--- src/rtl/spi_pkg.sv ---
// Shared SPI definitions: frame-size encodings and the CRC compare mask helper.
// Latency: n/a (types and pure functions only).
// Backpressure: n/a.
package spi_pkg;

  localparam logic [1:0] DF_8  = 2'b00;
  localparam logic [1:0] DF_16 = 2'b01;
  localparam logic [1:0] DF_32 = 2'b10;

  // Bits of a right-aligned frame that take part in the CRC compare.
  function automatic logic [31:0] df_mask(input logic [1:0] df);
    logic [31:0] m;
    case (df)
      DF_8:    m = 32'h0000_00FF;
      DF_16:   m = 32'h0000_FFFF;
      DF_32:   m = 32'hFFFF_FFFF;
      default: m = 32'hFFFF_FFFF;
    endcase
    return m;
  endfunction

endpackage

--- src/rtl/spi_rx_fifo.sv ---
// Show-ahead FIFO for received frames; flush empties it without touching stored data.
// Latency: push visible on rd_data/lvl the edge after it is accepted.
// Backpressure: push at full is dropped unless a pop happens the same cycle; pop at empty ignored.
module spi_rx_fifo
  import spi_pkg::*;
#(
  parameter int DW    = 32,
  parameter int DEPTH = 4,
  parameter int AW    = 2
) (
  input  logic          clk,
  input  logic          rst,
  input  logic          flush,
  input  logic          push,
  input  logic          pop,
  input  logic [DW-1:0] wdata,
  output logic [DW-1:0] rdata,
  output logic [AW:0]   lvl,
  output logic          full,
  output logic          empty
);

  localparam logic [AW:0] LVL_FULL = (AW+1)'(DEPTH);

  logic [DW-1:0] mem_q [DEPTH];
  logic [AW-1:0] wr_ptr_q, wr_ptr_d;
  logic [AW-1:0] rd_ptr_q, rd_ptr_d;
  logic [AW:0]   lvl_q, lvl_d;
  logic          do_push, do_pop;

  assign empty   = (lvl_q == '0);
  assign full    = (lvl_q == LVL_FULL);
  assign do_pop  = pop & ~empty;
  // A pop in the same cycle frees the slot, so a push at full is still accepted.
  assign do_push = push & (~full | do_pop);

  assign lvl   = lvl_q;
  assign rdata = empty ? '0 : mem_q[rd_ptr_q];

  // Next pointer/level: flush dominates, otherwise advance on accepted push/pop.
  always_comb begin
    wr_ptr_d = wr_ptr_q;
    rd_ptr_d = rd_ptr_q;
    lvl_d    = lvl_q;
    if (flush) begin
      wr_ptr_d = '0;
      rd_ptr_d = '0;
      lvl_d    = '0;
    end else begin
      if (do_push) wr_ptr_d = wr_ptr_q + 1'b1;
      if (do_pop)  rd_ptr_d = rd_ptr_q + 1'b1;
      case ({do_push, do_pop})
        2'b10:   lvl_d = lvl_q + 1'b1;
        2'b01:   lvl_d = lvl_q - 1'b1;
        default: lvl_d = lvl_q;
      endcase
    end
  end

  // Pointer and level registers.
  always_ff @(posedge clk) begin
    if (rst) begin
      wr_ptr_q <= '0;
      rd_ptr_q <= '0;
      lvl_q    <= '0;
    end else begin
      wr_ptr_q <= wr_ptr_d;
      rd_ptr_q <= rd_ptr_d;
      lvl_q    <= lvl_d;
    end
  end

  // Storage array; contents need no reset because the level gates visibility.
  always_ff @(posedge clk) begin
    if (do_push && !flush) mem_q[wr_ptr_q] <= wdata;
  end

endmodule

--- src/rtl/spi_rx_buf.sv ---
// RX buffer after the SPI shifter: frame capture into a FIFO, CRC check, RXNE/level/OVR/CRC-error flags.
// Latency: frame whose rx_busy falls after edge N is stored/checked at edge N+1.
// Backpressure: none upstream; frames arriving at a full FIFO with no pop are dropped and set ovr.
module spi_rx_buf
  import spi_pkg::*;
#(
  parameter int DW    = 32,
  parameter int DEPTH = 4,
  parameter int AW    = 2
) (
  input  logic          clk_rx,
  input  logic          spi_rx_rst,
  input  logic          rx_en,
  input  logic [1:0]    df,
  input  logic          crc_en,
  input  logic          rx_busy,
  input  logic [DW-1:0] spi_rx_data,
  input  logic          rx_crc_en,
  input  logic [31:0]   crc_calc,
  input  logic          rd_en,
  output logic [DW-1:0] rd_data,
  output logic          rxne,
  output logic [AW:0]   fifo_lvl,
  output logic          ovr,
  input  logic          ovr_clr,
  output logic          crc_err,
  input  logic          crc_err_clr,
  output logic          crc_done
);

  logic        busy_q;
  logic        rxcrc_q;
  logic [31:0] crc_snap_q, crc_snap_d;
  logic        ovr_q, ovr_d;
  logic        crc_err_q, crc_err_d;
  logic        crc_done_q, crc_done_d;

  logic        frame_done, crc_frame, data_frame;
  logic        pop_ok, fifo_full, fifo_empty;
  logic        ovr_set, crc_mismatch;
  logic [31:0] rx_data32;

  assign frame_done = busy_q & ~rx_busy & rx_en;
  assign crc_frame  = frame_done & crc_en & rx_crc_en;
  assign data_frame = frame_done & ~(crc_en & rx_crc_en);

  assign pop_ok  = rd_en & rxne;
  assign ovr_set = data_frame & fifo_full & ~pop_ok;

  assign rx_data32    = 32'(spi_rx_data);
  assign crc_mismatch = |((rx_data32 ^ crc_snap_q) & df_mask(df));

  assign rxne     = (fifo_lvl != '0);
  assign ovr      = ovr_q;
  assign crc_err  = crc_err_q;
  assign crc_done = crc_done_q;

  spi_rx_fifo #(
    .DW    (DW),
    .DEPTH (DEPTH),
    .AW    (AW)
  ) u_fifo (
    .clk   (clk_rx),
    .rst   (spi_rx_rst),
    .flush (~rx_en),
    .push  (data_frame),
    .pop   (rd_en),
    .wdata (spi_rx_data),
    .rdata (rd_data),
    .lvl   (fifo_lvl),
    .full  (fifo_full),
    .empty (fifo_empty)
  );

  // CRC snapshot on rx_crc_en rise; sticky flags where a set beats a same-cycle clear.
  always_comb begin
    crc_snap_d = crc_snap_q;
    ovr_d      = ovr_q;
    crc_err_d  = crc_err_q;
    crc_done_d = crc_frame;
    if (rx_crc_en && !rxcrc_q) crc_snap_d = crc_calc;
    if (ovr_set)      ovr_d = 1'b1;
    else if (ovr_clr) ovr_d = 1'b0;
    if (crc_frame && crc_mismatch) crc_err_d = 1'b1;
    else if (crc_err_clr)          crc_err_d = 1'b0;
  end

  // Edge-detect history, snapshot and flag registers.
  always_ff @(posedge clk_rx) begin
    if (spi_rx_rst) begin
      busy_q     <= 1'b0;
      rxcrc_q    <= 1'b0;
      crc_snap_q <= '0;
      ovr_q      <= 1'b0;
      crc_err_q  <= 1'b0;
      crc_done_q <= 1'b0;
    end else begin
      busy_q     <= rx_busy;
      rxcrc_q    <= rx_crc_en;
      crc_snap_q <= crc_snap_d;
      ovr_q      <= ovr_d;
      crc_err_q  <= crc_err_d;
      crc_done_q <= crc_done_d;
    end
  end

endmodule
--- config.mk ---
export PLATFORM = sky130hd
export DESIGN_NAME = spi_rx_buf
export DESIGN_NICKNAME = d
export VERILOG_FILES = /design/src/rtl/spi_pkg.sv /design/src/rtl/spi_rx_fifo.sv /design/src/rtl/spi_rx_buf.sv
export SDC_FILE = /design/constraint.sdc
export NUM_CORES = 1
export LEC_CHECK = 0
export BUFFER_PORTS_ARGS = -buffer_cell sky130_fd_sc_hd__buf_4
export CORE_UTILIZATION = 55
export CTS_CLUSTER_DIAMETER = 80
export DETAILED_ROUTE_END_ITERATION = 7
export GPL_ROUTABILITY_DRIVEN = 1
export GPL_TIMING_DRIVEN = 0
export PLACE_DENSITY_LB_ADDON = 0.1
export SYNTH_ARGS = -nofsm -noshare
export SYNTH_HDL_FRONTEND = slang
export SYNTH_SLANG_ARGS = --single-unit
--- constraint.sdc ---
create_clock -name clk_rx -period 2.2 [get_ports clk_rx]
set_input_delay 0.22 -clock clk_rx [delete_from_list [all_inputs] [get_ports clk_rx]]
set_output_delay 0.22 -clock clk_rx [all_outputs]
set_load 0.01 [all_outputs]
==> key figures, run 1 <==
Layout
  • Area growth syn-to-layout: 24.23%
  • Storage cell area: 0.004771 sq mm
  • Final nets: 668
  • Most frequent cells in the layout: edfxtp_1 (128), buf_4 (113), nand2_1 (64)
  • Share of cells above drive strength 1: 0.3317
  • Area of the multi-input gates: 0.002072 sq mm
  • Antenna Cells: 0
  • Fill cell count: 867
  • Most common cell after layout, fill and taps aside: edfxtp_1
  • Post-route cell area: 0.008672 sq mm
  • Final instance count without filler cells: 768

Worst setup path
  • Delay-heaviest family, CP: buffers and inverters
  • Setup crit end kind: output pin
  • R2R Path End: u_fifo.lvl[2]
  • Arrival time at the worst endpoint: 1.90 ns
  • Startpoint types: register
  • Worst reg2reg path depth: 9
  • Crit path max fanout: 10
  • Worst endpoint required time: 1.98 ns
  • Critical path's slowest cell: dfxtp_1
  • CP Buf/Inv Count: 2
  • Crit-path cells: buf_2 > mux4_2 > and2_1 > buf_4
  • Setup CP Type: reg -> out
  • FF-to-FF setup slack: 0.10 ns
  • Slowest stage delay, CP: 0.44 ns
  • Reg2Reg Launch Point: u_fifo.lvl[1]

Clock network
  • CTS tree: built
  • Clock Latency Late Sink: 0.42 ns
  • Max clock buf depth: 2
  • Cell at the root of the clock tree: clkbuf_16
  • Clock Sinks: 174
  • Clock Pin Slew Worst Setup and Hold Paths: 0.06 ns
  • Num CTS Buffers: 17
  • CTS H-tree lvls: 4

Detailed routing
  • Routed vias/inst: 5.391
  • DR DRC count: 0
  • First DRT Iteration DRCs: 305
  • Total wire length: 14430 um
  • Via count: 4140
  • Drt wl/cell: 18.79 um
  • DR pass1 iterations: 4
  • Routed Antenna Nets: 0

Run status
  • Status: finished clean

Global route
  • Global-route wire length before repair: 22120 um
  • Largest net degree at the start of global routing: 33
  • GR Util All Layers: 0.2372
  • Total grt overflow: 0
  • Number of global-route vias before repair: 4159
  • Antenna violations before repair: 0

Timing
  • Peak Freq: 471.8 MHz
  • Fin. Hold Viols: 0
  • Slew Viols, Final: 0
  • Tcrit/Tclk final: 0.9634
  • Hold WS: 0.01223 ns
  • Skew final: 0.006804 ns
  • Final min period: 2.120 ns
  • Slew headroom: 0.3622
  • Actual slew at the worst max-slew pin: 0.9566 ns
  • Final setup viols: 0

Place
  • DP Cell Count: 736
  • Port bufs: 112
  • Placed inst area: 0.008084 sq mm
  • GP Congestion: 0.7652
  • Detailed Place HPWL: 9794 um

Hold path
  • Hold Path Depth: 1
  • Worst min path class: in -> reg
  • Hold endpoint: u_fifo.mem_q[3][21]
  • Hold path start: spi_rx_data[21]

Synth
  • Register area share after synthesis: 0.6826
  • Syn Area/Cell: 15.38 sq um
  • Post-synth top flop: edfxtp_1
  • YS warnings: 0
  • Register bit total from synthesis: 174
  • Mapped Area: 0.006980 sq mm
  • Cell taking the most area after synthesis: edfxtp_1
  • Mapped Cells: 454
  • Mapped Nets: 535
  • Async set-reset flop share out of synthesis: 0
  • EDFF count, synth: 128
  • Synth area leaders: edfxtp_1 (55%), dfxtp_1 (13%), mux4_2 (9.7%)
  • Post-synth cell types: 35
  • Synth top area share: 0.5506

Power and ir drop
  • Pwr/cell area: 775.8 mW/mm^2
  • VDD IR max: 555.1 uV
  • Leak: 3.068 nW

Die
  • Die Wd: 114.7 um
  • Initial Utilization: 0.5716
  • Die Footprint: 0.01315 sq mm
  • I/O pin total: 114
  • Die Height: 114.7 um
  • Rows: 40
  • Core box area: 0.01221 sq mm

Job
  • Max cap viols: 0
[per-stage QoR]
| step | setup TNS, ns | util | setup slack (ns) | power [W] |
|---|---|---|---|---|
| 2_1_floorplan | 0 | - | 0.08296 | 0.003812 |
| 3_3_place_gp | -72.35 | 0.6577 | -0.6066 | 0.004008 |
| 3_5_place_dp | -0.05086 | 0.6620 | -0.05086 | 0.004021 |
| 4_1_cts | 0 | 0.7073 | 0.01536 | 0.006755 |
| 5_1_grt | -0.01139 | 0.7101 | -0.01139 | 0.006935 |
| 6_report | 0 | 0.7101 | 0.08048 | 0.006728 |
[per-layer routing]
layer | global-route usage | up-vias | routed length, um
met3 | 0.04976 | 17 | 843
li1 | - | 1925 | -
met5 | 0 | - | 0
met4 | 0.09004 | 0 | 214
met2 | 0.3834 | 158 | 7112
met1 | 0.3189 | 2040 | 6259
[worst max-delay path by stage]
stage,cells past startpoint,to,slack [ns],start
3_5_place_dp,9,u_fifo.lvl[2],-0.05,u_fifo.lvl[0]
4_1_cts,3,u_fifo.mem_q[3][15],0.02,u_fifo.lvl[2]
2_1_floorplan,3,u_fifo.mem_q[1][0],0.08,u_fifo.lvl[0]
5_1_grt,9,u_fifo.lvl[2],-0.01,u_fifo.lvl[1]
6_report,4,rd_data[25],0.08,register
3_3_place_gp,4,u_fifo.mem_q[0][15],-0.61,rx_crc_en
[state kept, by name, indices dropped and copies added (netlist names), named ones only]
| name | cells |
|---|---|
| u_fifo.mem_q | 128 |
| u_fifo.lvl | 3 |
| crc_snap_q | 32 |
| u_fifo.rd_ptr_q | 2 |
| crc_err | 1 |
| rxcrc_q | 1 |
| ovr | 1 |
| u_fifo.wr_ptr_q | 2 |
| busy_q | 1 |
| crc_done | 1 |
[cell type report]
type	instances	share of cell area
clock inverters	8	0.007647
plain buffers	23	0.01847
flip-flops and latches	174	0.5501
repair buffers	114	0.1024
inverters	6	0.002597
multi-input cells	251	0.2389
well taps	168	0.02424
clock buffers	24	0.05555
[cell families (layout without fill, tap and decap cells)]
kind of cell	count (synthesis)	count (layout)	synth area share
buffers and inverters	29	175	0.02527
adders and majority gates	6	6	0.01183
DFF	174	174	0.6826
AOI/OAI and AO/OA	41	41	0.03065
and+or+nand+nor	134	134	0.09643
muxes	33	33	0.1058
xor gates and xnor gates	37	37	0.04750
[Yosys cell counts (3+ instances only)]
cell and count:
buf_2 9, nand2_1 64, inv_1 6, xnor2_1 29
a21oi_1 37, nand4_1 7, nor2_1 10, mux4_2 30
edfxtp_1 128, nor2b_1 3, nand2b_1 3, dfxtp_1 46
clkbuf_1 10, ha_1 5, xor2_1 7, and2_1 37
buf_12 3
[power breakdown]
group          internal [W]  switching (W)  leakage [nW]
sequential          0.00356      0.0000262          1.53
combinational      0.000182       0.000185          1.27
clock               0.00163        0.00114         0.271
[timing repair]
action / in CTS / in global routing
buffers inserted: 0 / 0
hold buffers: 0 / 0
pin swaps: 0 / 2
endpoints found under the setup margin: 12 / 85
gates resized for setup: 3 / 11
No activity file was read; power rests on OpenSTA's default activity.
==> run 2: changes to the inputs <==
- clock period: 2.2 -> 2.54 ns (I/O delays scaled with it)
==> key figures, run 2 (synthesis gave the netlist of run 1 again) <==
Run status
  • Status: finished clean

Detailed routing
  • Routed Antenna Nets: 0 (unchanged)
  • DR DRC count: 0 (unchanged)
  • Via count: 4139 (-0.024%)
  • Total wire length: 14390 um (-0.28%)
  • First DRT Iteration DRCs: 305 (unchanged)
  • Routed vias/inst: 5.389 (about the same)
  • Drt wl/cell: 18.74 um (-0.28%)
  • DR pass1 iterations: 5 (+1)

Timing
  • Peak Freq: 437.1 MHz
  • Tcrit/Tclk final: 0.9008
  • Final setup viols: 0 (unchanged)
  • Slew headroom: 0.3746 (+0.01232)
  • RSZ-0062 raised after global routing: false
  • Actual slew at the worst max-slew pin: 0.9382 ns (-0.01848 ns)
  • Skew final: 0.006752 ns (-0.00005266 ns)
  • Hold WS: 0.04769 ns (+0.03546 ns)
  • Slew Viols, Final: 0 (unchanged)
  • Fin. Hold Viols: 0 (unchanged)
  • Final min period: 2.288 ns

Die
  • Rows: 40 (unchanged)
  • Die Footprint: 0.01315 sq mm (unchanged)
  • I/O pin total: 114 (unchanged)
  • Die Height: 114.7 um (unchanged)
  • Initial Utilization: 0.5716 (unchanged)
  • Core box area: 0.01221 sq mm (unchanged)
  • Die Wd: 114.7 um (unchanged)

Power and ir drop
  • Pwr/cell area: 674.8 mW/mm^2 (-13%)
  • Total chip power: 0.005825 W (-13%)
  • Leak: 3.058 nW (-0.33%)
  • VDD IR max: 479.1 uV (-14%)

Global route
  • GR Util All Layers: 0.2373 (about the same)
  • Largest net degree at the start of global routing: 33 (unchanged)
  • Met3 Use GR: 0.04976 (unchanged)
  • Global-route wire length before repair: 22140 um (about the same)
  • Total grt overflow: 0 (unchanged)
  • Antenna violations before repair: 0 (unchanged)
  • Number of global-route vias before repair: 4165 (+0.14%)
  • GRT met2 Usage: 0.3834 (unchanged)
  • Met1 global-route usage: 0.3193 (+0.0003674)
  • Most crowded layer after global routing: met2

Worst setup path
  • Crit-path cells: or3_1 > buf_2 > clkbuf_1 > and2_1 > buf_4
  • Delay-heaviest family, CP: buffers and inverters
  • Setup crit end kind: output pin
  • CP Buf/Inv Count: 3 (+1)
  • Crit path max fanout: 10 (unchanged)
  • R2R Path End: u_fifo.lvl[2]
  • Setup CP Type: reg -> out
  • Startpoint types: register
  • Slowest stage delay, CP: 0.47 ns (+0.03 ns)
  • Arrival time at the worst endpoint: 2.03 ns (+0.13 ns)
  • Critical path's slowest cell: clkbuf_1
  • Worst reg2reg path depth: 9 (unchanged)
  • Reg2Reg Launch Point: u_fifo.lvl[0]
  • FF-to-FF setup slack: 0.31 ns (+0.21 ns)
  • Worst endpoint required time: 2.29 ns (+0.31 ns)

Layout
  • Storage cell area: 0.004765 sq mm (-0.13%)
  • Fill cell count: 875 (+0.92%)
  • Final instance count without filler cells: 768 (unchanged)
  • Final core utilization: 0.7069 (-0.003278)
  • Most frequent cells in the layout: edfxtp_1 (128), buf_4 (112), nand2_1 (64)
  • Area growth syn-to-layout: 23.66%
  • Share of cells above drive strength 1: 0.3200 (-0.01167)
  • Antenna Cells: 0 (unchanged)
  • Most common cell after layout, fill and taps aside: edfxtp_1
  • Max FFs per register: 128 (unchanged)
  • Area of the multi-input gates: 0.002044 sq mm (-1.3%)
  • Most flop-heavy register: u_fifo.mem_q
  • Final nets: 668 (unchanged)

Place
  • DP Cell Count: 736 (unchanged)
  • GP Congestion: 0.7652 (unchanged)
  • Port bufs: 112 (unchanged)
  • Detailed Place HPWL: 9794 um (unchanged)

Clock network
  • Clock Sinks: 174 (unchanged)
  • Postcts setup bufs: 0 (unchanged)
  • Max clock buf depth: 2 (unchanged)
  • Num CTS Buffers: 17 (unchanged)
  • Clock Latency Late Sink: 0.42 ns (about the same)
  • CTS H-tree lvls: 4 (unchanged)
  • # hold bufs at CTS: 0 (unchanged)
  • CTS tree: built
  • Cell at the root of the clock tree: clkbuf_16
  • Clock Pin Slew Worst Setup and Hold Paths: 0.06 ns (about the same)
  • Post-CTS sizing: 0 (-3)

Hold path
  • Hold Path Depth: 1 (unchanged)
  • Hold path start: spi_rx_data[21]
  • Worst min path class: in -> reg
  • Hold endpoint: u_fifo.mem_q[3][21]

Job
  • Max cap viols: 0 (unchanged)
==> run 2: cell types whose count changed in the layout (fill, tap and decap cells not counted), moves of 2 or more <==
cell	change
dfxtp_1	+3
clkbuf_2	-3
dfxtp_2	-2
clkbuf_1	+3
==> run 2: where the power goes <==
group	leakage (nW)	switching [W]	internal, W
logic	1.26	0.000159	0.000156
clock network	0.271	0.000986	0.00141
registers	1.53	0.0000226	0.00309
total	3.06	0.00117	0.00466
==> run 2: layout make-up <==
type,instances,share of cell area
timing repair buffer,114,0.1029
multi-input combinational,251,0.2368
sequential,174,0.5520
clock buffer,24,0.05581
buffer,23,0.01783
tap,168,0.02435
inverter,6,0.002609
clock inverter,8,0.007682
==> run 2: worst reg2reg max path: stages (launching register included) <==
cell     delay (ns)
dfxtp_1        0.42
or3_1          0.14
buf_2          0.20
and2_4         0.19
ha_1           0.19
inv_1          0.07
fa_1           0.37
xor2_1         0.15
or3_1          0.30
a21oi_1        0.14
==> run 2: how the worst max path moves through the flow <==
stage | from | to | slack, ns | depth (start not counted)
finish | u_fifo.lvl[0] | rd_data[11] | 0.25 | 5
global route | u_fifo.lvl[0] | rd_data[11] | 0.12 | 5
CTS | u_fifo.lvl[0] | rd_data[27] | 0.24 | 5
detailed placement | u_fifo.lvl[0] | u_fifo.lvl[2] | 0.29 | 9
global placement | rx_crc_en | u_fifo.mem_q[0][15] | -0.30 | 4
floorplan | u_fifo.lvl[0] | u_fifo.mem_q[1][0] | 0.42 | 3
==> run 2: metrics by stage <==
step                instance area [sq um]  setup TNS, ns  setup slack (ns)
floorplan                            6980              0            0.4230
global placement                     8031         -33.18           -0.3006
detailed placement                   8084              0            0.2891
CTS                                  8632              0            0.2422
global route                         8632              0            0.1204
finish                               8632              0            0.2521
==> run 2: routing by layer <==
| layer | vias to the layer above | part of all wire |
|---|---|---|
| li1 | 1924 | - |
| met1 | 2040 | 0.44 |
| met2 | 160 | 0.49 |
| met3 | 15 | 0.053 |
| met4 | 0 | 0.014 |
| met5 | - | 0 |
